--- src/rtl/game_pkg.sv ---
// ---------------------------------------------------------------------------
// game_pkg
// Shared types and constants for the mastermind guess-entry path.
//   entry_state_t : guess entry FSM states
//   action_t      : one decoded button action per cycle
//   DIGIT_MAX     : largest legal BCD digit
//   BTN_*         : bit positions of the buttons in the press vector
// Helpers: encode_action (priority encode), digit_inc / digit_dec (BCD wrap).
// ---------------------------------------------------------------------------
package game_pkg;

  typedef enum logic [1:0] {
    EDIT        = 2'd0,
    SUBMIT      = 2'd1,
    WAIT_RESULT = 2'd2
  } entry_state_t;

  typedef enum logic [2:0] {
    ACT_NONE  = 3'd0,
    ACT_ENTER = 3'd1,
    ACT_UP    = 3'd2,
    ACT_DOWN  = 3'd3,
    ACT_LEFT  = 3'd4,
    ACT_RIGHT = 3'd5
  } action_t;

  localparam logic [3:0] DIGIT_MAX = 4'd9;

  localparam int BTN_ENTER = 0;
  localparam int BTN_UP    = 1;
  localparam int BTN_DOWN  = 2;
  localparam int BTN_LEFT  = 3;
  localparam int BTN_RIGHT = 4;
  localparam int NUM_BTNS  = 5;

  // Only the highest-priority pulse survives; the rest are dropped.
  // Priority: enter > up > down > left > right.
  function automatic action_t encode_action(input logic [NUM_BTNS-1:0] press);
    action_t act;
    act = ACT_NONE;
    if (press[BTN_ENTER])      act = ACT_ENTER;
    else if (press[BTN_UP])    act = ACT_UP;
    else if (press[BTN_DOWN])  act = ACT_DOWN;
    else if (press[BTN_LEFT])  act = ACT_LEFT;
    else if (press[BTN_RIGHT]) act = ACT_RIGHT;
    return act;
  endfunction

  // 9 -> 0 wrap; the >= also pulls any illegal code back to 0.
  function automatic logic [3:0] digit_inc(input logic [3:0] d);
    return (d >= DIGIT_MAX) ? 4'd0 : d + 4'd1;
  endfunction

  // 0 -> 9 wrap; an illegal code is clamped to 9.
  function automatic logic [3:0] digit_dec(input logic [3:0] d);
    return ((d == 4'd0) || (d > DIGIT_MAX)) ? DIGIT_MAX : d - 4'd1;
  endfunction

endpackage

--- src/rtl/guess_entry_ctrl_button_conditioner.sv ---
// ---------------------------------------------------------------------------
// button_conditioner
// Conditions one raw push-button: 2-flop synchronizer, debounce counter and
// a one-cycle press pulse on the debounced 0->1 transition.
// Ports:
//   GCLK   in  system clock
//   reset  in  asynchronous, active-high
//   raw    in  raw asynchronous button level, active-high
//   press  out one-cycle pulse when the debounced level rises (registered)
//   level  out debounced button level
// Latency from a clean raw edge to press: 2 + DEBOUNCE_CYCLES cycles.
// ---------------------------------------------------------------------------
module button_conditioner #(
  parameter int DEBOUNCE_CYCLES = 1000000
) (
  input  logic GCLK,
  input  logic reset,
  input  logic raw,
  output logic press,
  output logic level
);

  localparam int CW = (DEBOUNCE_CYCLES > 1) ? $clog2(DEBOUNCE_CYCLES) : 1;
  localparam logic [CW-1:0] CNT_MAX = CW'(DEBOUNCE_CYCLES - 1);

  logic          sync_q1;
  logic          sync_q2;
  logic [CW-1:0] cnt;

  always_ff @(posedge GCLK or posedge reset) begin
    if (reset) begin
      sync_q1 <= 1'b0;
      sync_q2 <= 1'b0;
      cnt     <= '0;
      level   <= 1'b0;
      press   <= 1'b0;
    end else begin
      sync_q1 <= raw;
      sync_q2 <= sync_q1;
      press   <= 1'b0;
      if (sync_q2 == level) begin
        // Any bounce back to the accepted level restarts the count.
        cnt <= '0;
      end else if (cnt == CNT_MAX) begin
        level <= sync_q2;
        cnt   <= '0;
        // Pulse only on the rising flip; releases are silent.
        press <= sync_q2;
      end else begin
        cnt <= cnt + 1'b1;
      end
    end
  end

endmodule

--- src/rtl/guess_entry_ctrl.sv ---
// ---------------------------------------------------------------------------
// guess_entry_ctrl
// Player guess entry for the mastermind VGA display. Conditions the five
// board buttons, edits a NUM_DIGITS BCD guess under a blinking cursor and
// hands the finished guess to game logic.
// Ports:
//   GCLK, reset              clock / asynchronous active-high reset
//   btn_up/down/left/right/enter  raw button levels, active-high
//   guess_ready              game logic accepts the guess this cycle
//   result_done              one-cycle pulse, scoring finished
//   guess_valid              guess presented on guess_digits
//   guess_digits             BCD digits, digit i at [4i+3:4i], digit 0 leftmost
//   cursor                   index of the digit under edit
//   cursor_visible           blink phase, highlight drawn when 1
//   locked                   high whenever state is not EDIT
//   state_dbg                current FSM state
// Handshake: guess_valid rises on the first SUBMIT cycle and stays high with
// guess_digits frozen until a cycle where guess_ready is 1; that cycle is the
// transfer. Because guess_valid is a flop it drops on the following cycle.
// guess_ready outside SUBMIT is ignored. All outputs are registered.
// ---------------------------------------------------------------------------
module guess_entry_ctrl
  import game_pkg::*;
#(
  parameter int NUM_DIGITS      = 5,
  parameter int DEBOUNCE_CYCLES = 1000000,
  parameter int BLINK_CYCLES    = 25000000
) (
  input  logic                    GCLK,
  input  logic                    reset,
  input  logic                    btn_up,
  input  logic                    btn_down,
  input  logic                    btn_left,
  input  logic                    btn_right,
  input  logic                    btn_enter,
  input  logic                    guess_ready,
  input  logic                    result_done,
  output logic                    guess_valid,
  output logic [4*NUM_DIGITS-1:0] guess_digits,
  output logic [2:0]              cursor,
  output logic                    cursor_visible,
  output logic                    locked,
  output entry_state_t            state_dbg
);

  localparam int BW = (BLINK_CYCLES > 1) ? $clog2(BLINK_CYCLES) : 1;
  localparam logic [BW-1:0] BLINK_MAX   = BW'(BLINK_CYCLES - 1);
  localparam logic [2:0]    CURSOR_LAST = 3'(NUM_DIGITS - 1);

  entry_state_t         state;
  logic [NUM_BTNS-1:0]  raw_btns;
  logic [NUM_BTNS-1:0]  press;
  logic [NUM_BTNS-1:0]  level_unused;
  action_t              action;
  logic [3:0]           cur_digit;
  logic [BW-1:0]        blink_cnt;

  // ------------------------------------------------------------------
  // Button conditioning
  // ------------------------------------------------------------------
  assign raw_btns[BTN_ENTER] = btn_enter;
  assign raw_btns[BTN_UP]    = btn_up;
  assign raw_btns[BTN_DOWN]  = btn_down;
  assign raw_btns[BTN_LEFT]  = btn_left;
  assign raw_btns[BTN_RIGHT] = btn_right;

  for (genvar i = 0; i < NUM_BTNS; i++) begin : g_btn
    button_conditioner #(
      .DEBOUNCE_CYCLES(DEBOUNCE_CYCLES)
    ) u_cond (
      .GCLK  (GCLK),
      .reset (reset),
      .raw   (raw_btns[i]),
      .press (press[i]),
      .level (level_unused[i])
    );
  end

  // Debouncing keeps running in every state; presses only matter in EDIT.
  always_comb begin
    action = ACT_NONE;
    if (state == EDIT) action = encode_action(press);
  end

  always_comb begin
    cur_digit = guess_digits[{cursor, 2'b00} +: 4];
  end

  assign state_dbg = state;

  // ------------------------------------------------------------------
  // FSM, digit register, cursor and blink
  // ------------------------------------------------------------------
  always_ff @(posedge GCLK or posedge reset) begin
    if (reset) begin
      state          <= EDIT;
      guess_digits   <= '0;
      cursor         <= 3'd0;
      guess_valid    <= 1'b0;
      cursor_visible <= 1'b1;
      locked         <= 1'b0;
      blink_cnt      <= '0;
    end else begin
      case (state)
        EDIT: begin
          case (action)
            ACT_ENTER: begin
              state          <= SUBMIT;
              guess_valid    <= 1'b1;
              locked         <= 1'b1;
              cursor_visible <= 1'b0;
              blink_cnt      <= '0;
            end
            ACT_UP: begin
              guess_digits[{cursor, 2'b00} +: 4] <= digit_inc(cur_digit);
              blink_cnt      <= '0;
              cursor_visible <= 1'b1;
            end
            ACT_DOWN: begin
              guess_digits[{cursor, 2'b00} +: 4] <= digit_dec(cur_digit);
              blink_cnt      <= '0;
              cursor_visible <= 1'b1;
            end
            ACT_LEFT: begin
              // Explicit wrap compare: NUM_DIGITS need not be a power of two.
              cursor         <= (cursor == 3'd0) ? CURSOR_LAST : cursor - 3'd1;
              blink_cnt      <= '0;
              cursor_visible <= 1'b1;
            end
            ACT_RIGHT: begin
              cursor         <= (cursor == CURSOR_LAST) ? 3'd0 : cursor + 3'd1;
              blink_cnt      <= '0;
              cursor_visible <= 1'b1;
            end
            default: begin
              if (blink_cnt == BLINK_MAX) begin
                blink_cnt      <= '0;
                cursor_visible <= ~cursor_visible;
              end else begin
                blink_cnt <= blink_cnt + 1'b1;
              end
            end
          endcase
        end

        SUBMIT: begin
          if (guess_ready) begin
            state       <= WAIT_RESULT;
            guess_valid <= 1'b0;
          end
        end

        WAIT_RESULT: begin
          if (result_done) begin
            // Digits are kept so the player can refine the last guess.
            state          <= EDIT;
            cursor         <= 3'd0;
            cursor_visible <= 1'b1;
            locked         <= 1'b0;
            blink_cnt      <= '0;
          end
        end

        default: begin
          state          <= EDIT;
          guess_valid    <= 1'b0;
          cursor         <= 3'd0;
          cursor_visible <= 1'b1;
          locked         <= 1'b0;
          blink_cnt      <= '0;
        end
      endcase
    end
  end

endmodule

--- config.mk ---
export PLATFORM = sky130hd
export DESIGN_NAME = guess_entry_ctrl
export DESIGN_NICKNAME = d
export VERILOG_FILES = /design/src/rtl/game_pkg.sv /design/src/rtl/guess_entry_ctrl_button_conditioner.sv /design/src/rtl/guess_entry_ctrl.sv
export SDC_FILE = /design/constraint.sdc
export NUM_CORES = 1
export LEC_CHECK = 0
export BUFFER_PORTS_ARGS = -buffer_cell sky130_fd_sc_hd__buf_2
export CAP_MARGIN = 20
export CELL_PAD_IN_SITES_DETAIL_PLACEMENT = 0
export CELL_PAD_IN_SITES_GLOBAL_PLACEMENT = 1
export CORE_MARGIN = 5
export CORE_UTILIZATION = 49
export DETAILED_ROUTE_END_ITERATION = 7
export PLACE_DENSITY_LB_ADDON = 0.1
export SYNTH_ARGS = -nofsm -noshare
export SYNTH_HDL_FRONTEND = slang
export SYNTH_SLANG_ARGS = --single-unit
--- constraint.sdc ---
create_clock -name GCLK -period 5.6 [get_ports GCLK]
set_input_delay 0.28 -clock GCLK [delete_from_list [all_inputs] [get_ports GCLK]]
set_output_delay 0.28 -clock GCLK [all_outputs]
set_load 0.005 [all_outputs]
* Word level (Yosys, flattened, before mapping)
Cells that the tools add are included.
** Operators by class
- Add/sub/neg operators :: 11
- Order comparisons :: 2
- Equal/unequal tests :: 24
- Shift operators :: 4
- Muxes and demuxes :: 53
- Bitwise gates (word level) :: 8
- Reduce and logical (&&, ||, !) cells :: 19
** Operators by type and width (number)
- 2-to-1 mux 20 bit :: 10
- adder 20 x 1 -> 20 bit (second input constant) :: 5
- == test 20 bit (second input constant) :: 5
- 2-to-1 mux 25 bit :: 3
- case mux 25 bit (3 select lines) :: 1
- bitwise mux 20 bit :: 2
- case mux 20 bit (2 select lines) :: 1
- variable part select 4 x 7 -> 20 bit :: 2
- 2-to-1 mux 3 bit :: 9
- adder 25 x 1 -> 25 bit (second input constant) :: 1
- == test 25 bit (second input constant) :: 1
- variable shift 4 x 7 -> 20 bit (first input constant) :: 1
- variable part select 20 x 6 -> 4 bit :: 1
- 2-to-1 mux 1 bit :: 15
- AND reduction 3 bit :: 5
- AND reduction 2 bit :: 7
- == test 3 bit (second input constant) :: 3
- case mux 1 bit (3 select lines) :: 3
- case mux 3 bit (3 select lines) :: 1
- 2-to-1 mux 4 bit :: 2
- NOT 1 bit :: 8
- negation 5 -> 7 bit :: 1
- == test 3 x 2 -> 1 bit (second input constant) :: 2
- 2-to-1 mux 2 bit :: 3
- 24 further kinds :: 29
** Storage, ports and cells
- Flip-flop bits (word level) :: 173
- Word-level logic and storage cells :: 153

* Longest topological paths before layout
Gate-level depths: netlist of the first run.
- Word-level depth :: 10
- Gate-level depth with buffers :: 12
- Gate-level depth less buffers :: 11

* Cells and area by module
From an unflattened synthesis of the first run, not the netlist that was laid out.
** Second synthesis, totals
- Cells, all modules :: 899
- Area total of the unflattened synthesis :: 9202.6 um^2
** By module, submodules not included
- button_conditioner (g_btn[0].u_cond ...) :: times used 4, cells an instance 108, area each 1188.6 um^2
- guess_entry_ctrl :: times used 1, cells an instance 357, area each 3301.9 um^2
- button_conditioner (g_btn[3].u_cond) :: times used 1, cells an instance 110, area each 1146.1 um^2

* Worst setup path after synthesis of the first run
OpenSTA, ideal clock, no wires.
- Path type :: register -> register
- From :: register cursor[1]
- To :: register guess_digits[1]
- Setup time :: 0.125 ns
- Arrival :: 2.508 ns
- Data required time :: 5.475 ns
- Slack :: 2.967 ns
- Cell stages (with the launch flop) :: 10
- Buffers on the path :: 0
- Clock period less this slack :: 2.633 ns
- Cells stage by stage :: dfrtp_1 mux2_2 a31oi_1 o21ai_0 inv_1 ha_1 or3b_2 mux2i_1 o31ai_4 mux2_2
** Between the ends
- Cells in the longest elaborated chain, start to end :: 7
- Elaborated cells between the ends (all ways) :: 16
- Those cells by class :: add/sub (3); order compare (2); shift (4); mux (5); reduce/logical (2)
** Ends and longest elaborated chain
- start, declared :: RTL line guess_entry_ctrl.sv:40 : output logic [2:0] cursor,
- start signal, assigned :: RTL line guess_entry_ctrl.sv:126 : cursor <= (cursor == 3'd0) ? CURSOR_LAST : cursor - 3'd1;
- start signal, assigned :: RTL line guess_entry_ctrl.sv:131 : cursor <= (cursor == CURSOR_LAST) ? 3'd0 : cursor + 3'd1;
- variable part select 20 x 6 -> 4 bit :: RTL line guess_entry_ctrl.sv:86 : cur_digit = guess_digits[{cursor, 2'b00} +: 4];
- greater-than comparator 4 bit / logical NOT 4 bit (equally long branches) :: RTL line game_pkg.sv:56 : return ((d == 4'd0) || (d > DIGIT_MAX)) ? DIGIT_MAX : d - 4'd1;
- logical OR 1 bit :: RTL line game_pkg.sv:56
- 2-to-1 mux 4 bit :: RTL line game_pkg.sv:56
- variable part select 4 x 7 -> 20 bit :: RTL line guess_entry_ctrl.sv:120 : guess_digits[{cursor, 2'b00} +: 4] <= digit_dec(cur_digit);
- bitwise mux 20 bit :: RTL line guess_entry_ctrl.sv:120
- case mux 20 bit (2 select lines) (*) :: RTL line guess_entry_ctrl.sv:106 : case (action)
- end signal, assigned by index :: RTL line guess_entry_ctrl.sv:115 : guess_digits[{cursor, 2'b00} +: 4] <= digit_inc(cur_digit);
- end signal, assigned by index :: RTL line guess_entry_ctrl.sv:120
- end, declared :: RTL line guess_entry_ctrl.sv:39 : output logic [4*NUM_DIGITS-1:0] guess_digits,
Every way passes the cells marked *; elsewhere a longest branch is shown, timed or not.
A chain may end at the register's enable or synchronous reset.

* Worst setup path after layout of the first run
- From :: register cursor[1]
- To :: register guess_digits[8]
Same word-level chain as after synthesis.

==> impl_metrics.tcl, run 1 <==
set metrics [dict create \
    timing.rr.start "cursor[1]$_DFFE_PP0P_" \
    vias 6562 \
    seq_power_share_pct 47.8 \
    dp_hpwl_um 12530 \
    pre_cts_ws_ns 2.332 \
    postSynthAreaPerCell_um2 9.972 \
    cp-endpoint "guess_digits[8]$_DFFE_PP0P_" \
    rrSetupSlack_ns 2.33 \
    cts_setup_buffers 0 \
    hold_ws_ns 0.07049 \
    arrival_ns 3.60 \
    grt_pass1_vias 6562 \
    fin_util_pct 56.55 \
    slew_violations 0 \
    first_pass_iters 5 \
    cp-start-kind "register" \
    cts_made_buffers 17 \
    power.static_leakage_nw 4.261 \
    min_period_ns 3.269 \
    nets 939 \
    grt_pass1_wl_um 31310 \
    start_util_pct 50.04 \
    hold_viol 0 \
    final_area_mm2 0.009816 \
    die_w_um 143.1 \
    grt-ovfl-total 0 \
    via_per_inst 5.701 \
    postLayoutSetupSlackWorst_ns 2.331 \
    cts-resized-gates 0 \
    power_density_mw_per_mm2 287.2 \
    routed_wl_um 18390 \
    synth_area_leaders "dfrtp_1, xor2_1, nor2_1, xnor2_1, nand3_1" \
    period_share_pct 58.37 \
    n_antenna_cell 0 \
    insertion_delay_ns 0.43 \
    antenna_found_initial 0 \
    gp_congestion 0.9289 \
    async_flop_share_pct 100.0 \
    status "finished, final reports clean" \
    p_sw_share_pct 23.94 \
    cts_sinks 173 \
    syn_inst 871 \
    cts_hold_buf 5 \
    fp.coreArea_mm2 0.01736 \
    ys_types 74 \
    ys_ff_latch 173 \
    dr.first_iter.drc_count 362 \
    worst_pin_slew_ns 0.7966 \
    area.growth.synth_to_final_pct 13.01 \
    clockBufferDepth 2 \
    io_buffers 36 \
    rows 48 \
    ir_drop_uv 226.6 \
    p_clk_share_pct 46.3 \
    io_pins 37 \
    ys_warn_count 0 \
    ant_nets 0 \
    maxCapViolations 0 \
    intPower_w 0.002144 \
    r2r_cells 9 \
    drive_above_1_share_pct 11.88 \
    skew_ns 0.009599 \
    crit_start "cursor[1]$_DFFE_PP0P_" \
    fillers 1521 \
    synthesis.area_mm2 0.008686 \
    die_h_um 143.1 \
    synth_top_area_share_pct 49.55 \
    clkTransAtPathRegs_ns 0.07 \
    grt_max_degree 116 \
    cp_max_fo 20 \
    setup_viol 0 \
    yosysSeqAreaShare_pct 49.86 \
    cts_tree "yes" \
    synth_ff_type "dfrtp_1" \
    yosys.area.top_type "dfrtp_1" \
    synth_edf_count 0 \
    htree_levels 4 \
    drc 0 \
    post_dp_cell_area_mm2 0.009067 \
    min-delay-path-class "input port to register" \
    synth_commonest_cells "dfrtp_1, nor2_1, nand2_1" \
    fin_tns_setup_ns 0 \
    wl_per_cell_um 15.97 \
    rsz0062_at_grt "false" \
    p_switching_w 0.0006749 \
    grt_usage_pct 18.67 \
    cp-end-kind "register" \
    path_class "register to register" \
    relSlewSlack_pct 46.40 \
    fmax_mhz 305.9 \
    required_ns 5.93 \
    syn_nets 897 \
    die-area_mm2 0.02049 \
    min_from "guess_ready" \
    worst_r2r_endpoint "guess_digits[8]$_DFFE_PP0P_" \
    yosysMostFrequentCell "dfrtp_1" \
    ctsRootBufferMaster "clkbuf_16" \
    p_comb_share_pct 5.9 \
]
## cells by family after synthesis
family	after synthesis	synth area share (%)
AOI/OAI and AO/OA	120	9.738
muxes	20	2.478
DFF	173	49.86
and+or+nand+nor	398	23.57
adders and majority gates	17	2.449
buffers and inverters	49	2.434
xor gates and xnor gates	94	9.479
## power groups by stage
| stage | Clock (W) | Sequential [W] | Combinational [W] |
|---|---|---|---|
| after floorplan | 0 | 0.00136 | 0.000121 |
| after global placement | 0 | 0.00137 | 0.000154 |
| after detailed placement | 0 | 0.00137 | 0.000163 |
| after CTS | 0.00133 | 0.00135 | 0.000167 |
| after global routing | 0.00139 | 0.00135 | 0.000193 |
| final | 0.00131 | 0.00135 | 0.000165 |
## cell usage in the layout (no fill, tap or decap), types with 21 or more instances in the layout
cell type and count:
xor2_1 57, nand4_1 21, buf_2 36, o31ai_1 21, xnor2_1 37, o21ai_0 31
nand3_1 56, dfrtp_1 172, nor2_1 129, nand2_1 66, inv_1 24, and3_1 21
## critical path, stage by stage, from the launching register on
cell     delay, ns
dfrtp_1       0.80
mux2_2        0.42
a31oi_1       0.21
o21ai_0       0.19
inv_1         0.15
ha_1          0.20
or3b_2        0.45
mux2i_1       0.31
nor2_1        0.17
o31ai_1       0.27
## sequential cells by signal, summed over array words and instances (netlist names)
register              cells
g_btn.u_cond.level        5
guess_digits             20
g_btn.u_cond.sync_q1      5
state_dbg                 2
blink_cnt                25
g_btn.u_cond.sync_q2      5
locked                    1
g_btn.u_cond.cnt        100
cursor                    3
g_btn.u_cond.press        5
guess_valid               1
cursor_visible            1
## metrics by stage
step / total power [W] / cells
2_1_floorplan: 0.001478 / 871
3_3_place_gp: 0.001520 / 1111
3_5_place_dp: 0.001533 / 1111
4_1_cts: 0.002846 / 1148
5_1_grt: 0.002940 / 1151
6_report: 0.002819 / 1151
## worst min-delay path by stage
stage / endpoint / slack [ns] / cells after the start
finish: state_dbg[0]$_DFFE_PP0P_ / 0.07 / 2
floorplan: g_btn[0].u_cond.sync_q1$_DFF_PP0_ / 0.31 / 0
global route: state_dbg[0]$_DFFE_PP0P_ / 0.05 / 2
CTS: state_dbg[0]$_DFFE_PP0P_ / 0.05 / 2
detailed placement: g_btn[4].u_cond.sync_q2$_DFF_PP0_ / 0.34 / 0
global placement: g_btn[3].u_cond.sync_q2$_DFF_PP0_ / 0.33 / 0
## metal layers
layer / part of all wire (%) / track usage (%) / vias up
met5: 0 / 0 / -
met1: 46 / 24.77 / 3231
met2: 48 / 30.32 / 137
met3: 4.5 / 4.421 / 34
li1: - / - / 3160
met4: 1.7 / 6.253 / 0
## final cells by class
type                    instances  area (um2)  area share [%]
clock buffers                  19       452.9           4.614
clock inverters                13       200.2           2.040
inverters                      26       102.6           1.045
multi-input cells             649        4158           42.36
flip-flops and latches        173        4330           44.12
well taps                     225       281.5           2.868
repair buffers                 46       290.3           2.957
No activity file was read; power rests on OpenSTA's default activity.
==> inputs of run 2 (changes only) <==
- clock period: 5.6 -> 3.16 ns (I/O delays scaled with it)
==> run 2 against run 1 <==
Critical endpoint is now guess_digits[4]$_DFFE_PP0P_; die area unchanged; largest power group unchanged; power up 73%; highest routed layer unchanged; largest cell class unchanged; first-iteration DRC count up 19%; utilization up 0.29 points.
==> impl_metrics.tcl, run 2 (synthesis results as in run 1) <==
set metrics [dict create \
    grt_pass1_vias 6455 \
    regMostFlops "g_btn.u_cond.cnt" \
    arrival_ns 3.28 \
    r2r_cells 9 \
    ctsRootBufferMaster "clkbuf_16" \
    worst_r2r_endpoint "guess_digits[4]$_DFFE_PP0P_" \
    max_stage_delay_ns 0.55 \
    wl_per_cell_um 15.68 \
    die_w_um 143.1 \
    htree_levels 4 \
    rrSetupSlack_ns 0.20 \
    fin_tns_setup_ns 0 \
    seq_area_mm2 0.004330 \
    cts_sinks 173 \
    clkTransAtPathRegs_ns 0.06 \
    antenna_found_initial 0 \
    fp.coreArea_mm2 0.01736 \
    hold_viol 0 \
    first_pass_iters 4 \
    min_to "locked$_DFFE_PP0P_" \
    p_comb_share_pct 6.2 \
    min_from "result_done" \
    crit_slowest_cell "dfrtp_1" \
    total_power_w 0.004885 \
    vias 6490 \
    min_period_ns 2.955 \
    status "finished, final reports clean" \
    clockBufferDepth 2 \
    dr.first_iter.drc_count 429 \
    p_sw_share_pct 24.19 \
    die_h_um 143.1 \
    insertion_delay_ns 0.43 \
    n_antenna_cell 0 \
    cts_made_buffers 17 \
    setup_viol 0 \
    final_cell_mix "dfrtp_1, nor2_1, nand2_1" \
    io_pins 37 \
    area.growth.synth_to_final_pct 13.58 \
    skew_ns 0.01294 \
    relSlewSlack_pct 48.17 \
    placed_cells 1118 \
    stdcell_count 1158 \
    drc 0 \
    pre_cts_ws_ns 0.2708 \
    worst_pin_slew_ns 0.7775 \
    routed_wl_um 18160 \
    gp_congestion 0.8627 \
    ir_drop_uv 351.3 \
    ant_nets 0 \
    io_buffers 36 \
    die-area_mm2 0.02049 \
    cp_max_fo 10 \
    rows 48 \
    cp-start-kind "register" \
    multiInputGateArea_mm2 0.004158 \
    seq_power_share_pct 48.9 \
    postLayoutSetupSlackWorst_ns 0.2048 \
    min-delay-path-class "input port to register" \
    fillers 1489 \
    p_clk_share_pct 44.9 \
    required_ns 3.49 \
    start_util_pct 50.04 \
    p_switching_w 0.001182 \
    grt-ovfl-total 0 \
    timing.rr.start "cursor[0]$_DFFE_PP0P_" \
    intPower_w 0.003704 \
    via_per_inst 5.604 \
    hold_depth 4 \
    fmax_mhz 338.4 \
    grt_max_degree 54 \
    cp-end-kind "register" \
    dp_hpwl_um 12600 \
    cts_setup_buffers 0 \
    path_class "register to register" \
    grt_pass1_wl_um 31150 \
    period_share_pct 93.52 \
    power_density_mw_per_mm2 495.2 \
    largestRegisters "g_btn.u_cond.cnt: 100 flops, blink_cnt: 25 flops, guess_digits: 20 flops" \
    final_common_cell "dfrtp_1" \
    grt_usage_pct 18.63 \
    fin_util_pct 56.84 \
    drive_above_1_share_pct 12.33 \
    nets 946 \
    power.static_leakage_nw 4.284 \
    crit_chain "inv_2, ha_1, ha_1, o31ai_1, nor3_2, nand2_1, nor4_2, a32oi_1, o31ai_1" \
    rsz0062_at_grt "true" \
    largest_register_ff_count 100 \
    slew_violations 0 \
    maxCapViolations 0 \
    cts_tree "yes" \
]
==> run 2: worst max path at each step <==
stage / from / end / slack (ns) / cells after the start
after floorplan: cursor[1]$_DFFE_PP0P_ / guess_digits[1]$_DFFE_PP0P_ / 0.53 / 9
after global placement: cursor[0]$_DFFE_PP0P_ / guess_digits[8]$_DFFE_PP0P_ / 0.37 / 9
after detailed placement: cursor[0]$_DFFE_PP0P_ / guess_digits[8]$_DFFE_PP0P_ / 0.27 / 9
after CTS: cursor[0]$_DFFE_PP0P_ / guess_digits[8]$_DFFE_PP0P_ / 0.22 / 9
after global routing: cursor[0]$_DFFE_PP0P_ / guess_digits[4]$_DFFE_PP0P_ / -0.002 / 9
final: cursor[0]$_DFFE_PP0P_ / guess_digits[4]$_DFFE_PP0P_ / 0.20 / 9
==> run 2: layer usage <==
layer | up-vias | global-route usage [%] | wire length, um
li1 | 3188 | - | -
met1 | 3201 | 24.82 | 8488
met2 | 85 | 31.21 | 8897
met3 | 16 | 4.052 | 567
met4 | 0 | 4.602 | 205
met5 | - | 0 | 0
==> run 2: critical path, delay by kind of cell (launching register included) <==
family	cells	cell delay (ns)
AOI/OAI and AO/OA	3	0.45
buffers and inverters	1	0.18
adders and majority gates	2	0.63
and+or+nand+nor	3	1.08
DFF	1	0.55
==> run 2: per-stage QoR <==
| step | hold slack (ns) | instance area (um2) |
|---|---|---|
| 2_1_floorplan | 0.1894 | 8690 |
| 3_5_place_dp | 0.2673 | 9156 |
| 3_3_place_gp | 0.2658 | 9156 |
| 5_1_grt | 0.07094 | 9866 |
| 4_1_cts | 0.03331 | 9846 |
| 6_report | 0.04350 | 9866 |
==> run 2: repair_timing <==
| item | 4_1_cts | 5_1_grt |
|---|---|---|
| hold buffers | 7 | 0 |
| endpoints found under the hold margin | 47 | 0 |
| setup endpoints to repair | 0 | 1 |
| resized for setup | 0 | 0 |
==> run 2: final cells by class <==
cell class | instances | share of cell area [%]
Clock buffer | 19 | 4.490
Clock inverter | 13 | 1.788
Sequential cell | 173 | 43.89
Tap cell | 225 | 2.854
Multi-Input combinational cell | 649 | 42.14
Timing Repair Buffer | 53 | 3.805
Inverter | 26 | 1.027
==> run 2: power by group through the flow <==
| stage | Sequential, W | Clock [W] | Combinational [W] |
|---|---|---|---|
| global placement | 0.00242 | 0 | 0.000285 |
| CTS | 0.00239 | 0.00225 | 0.000307 |
| finish | 0.00239 | 0.00219 | 0.000303 |
| floorplan | 0.00241 | 0 | 0.000215 |
| detailed placement | 0.00243 | 0 | 0.000300 |
| global route | 0.00240 | 0.00234 | 0.000349 |
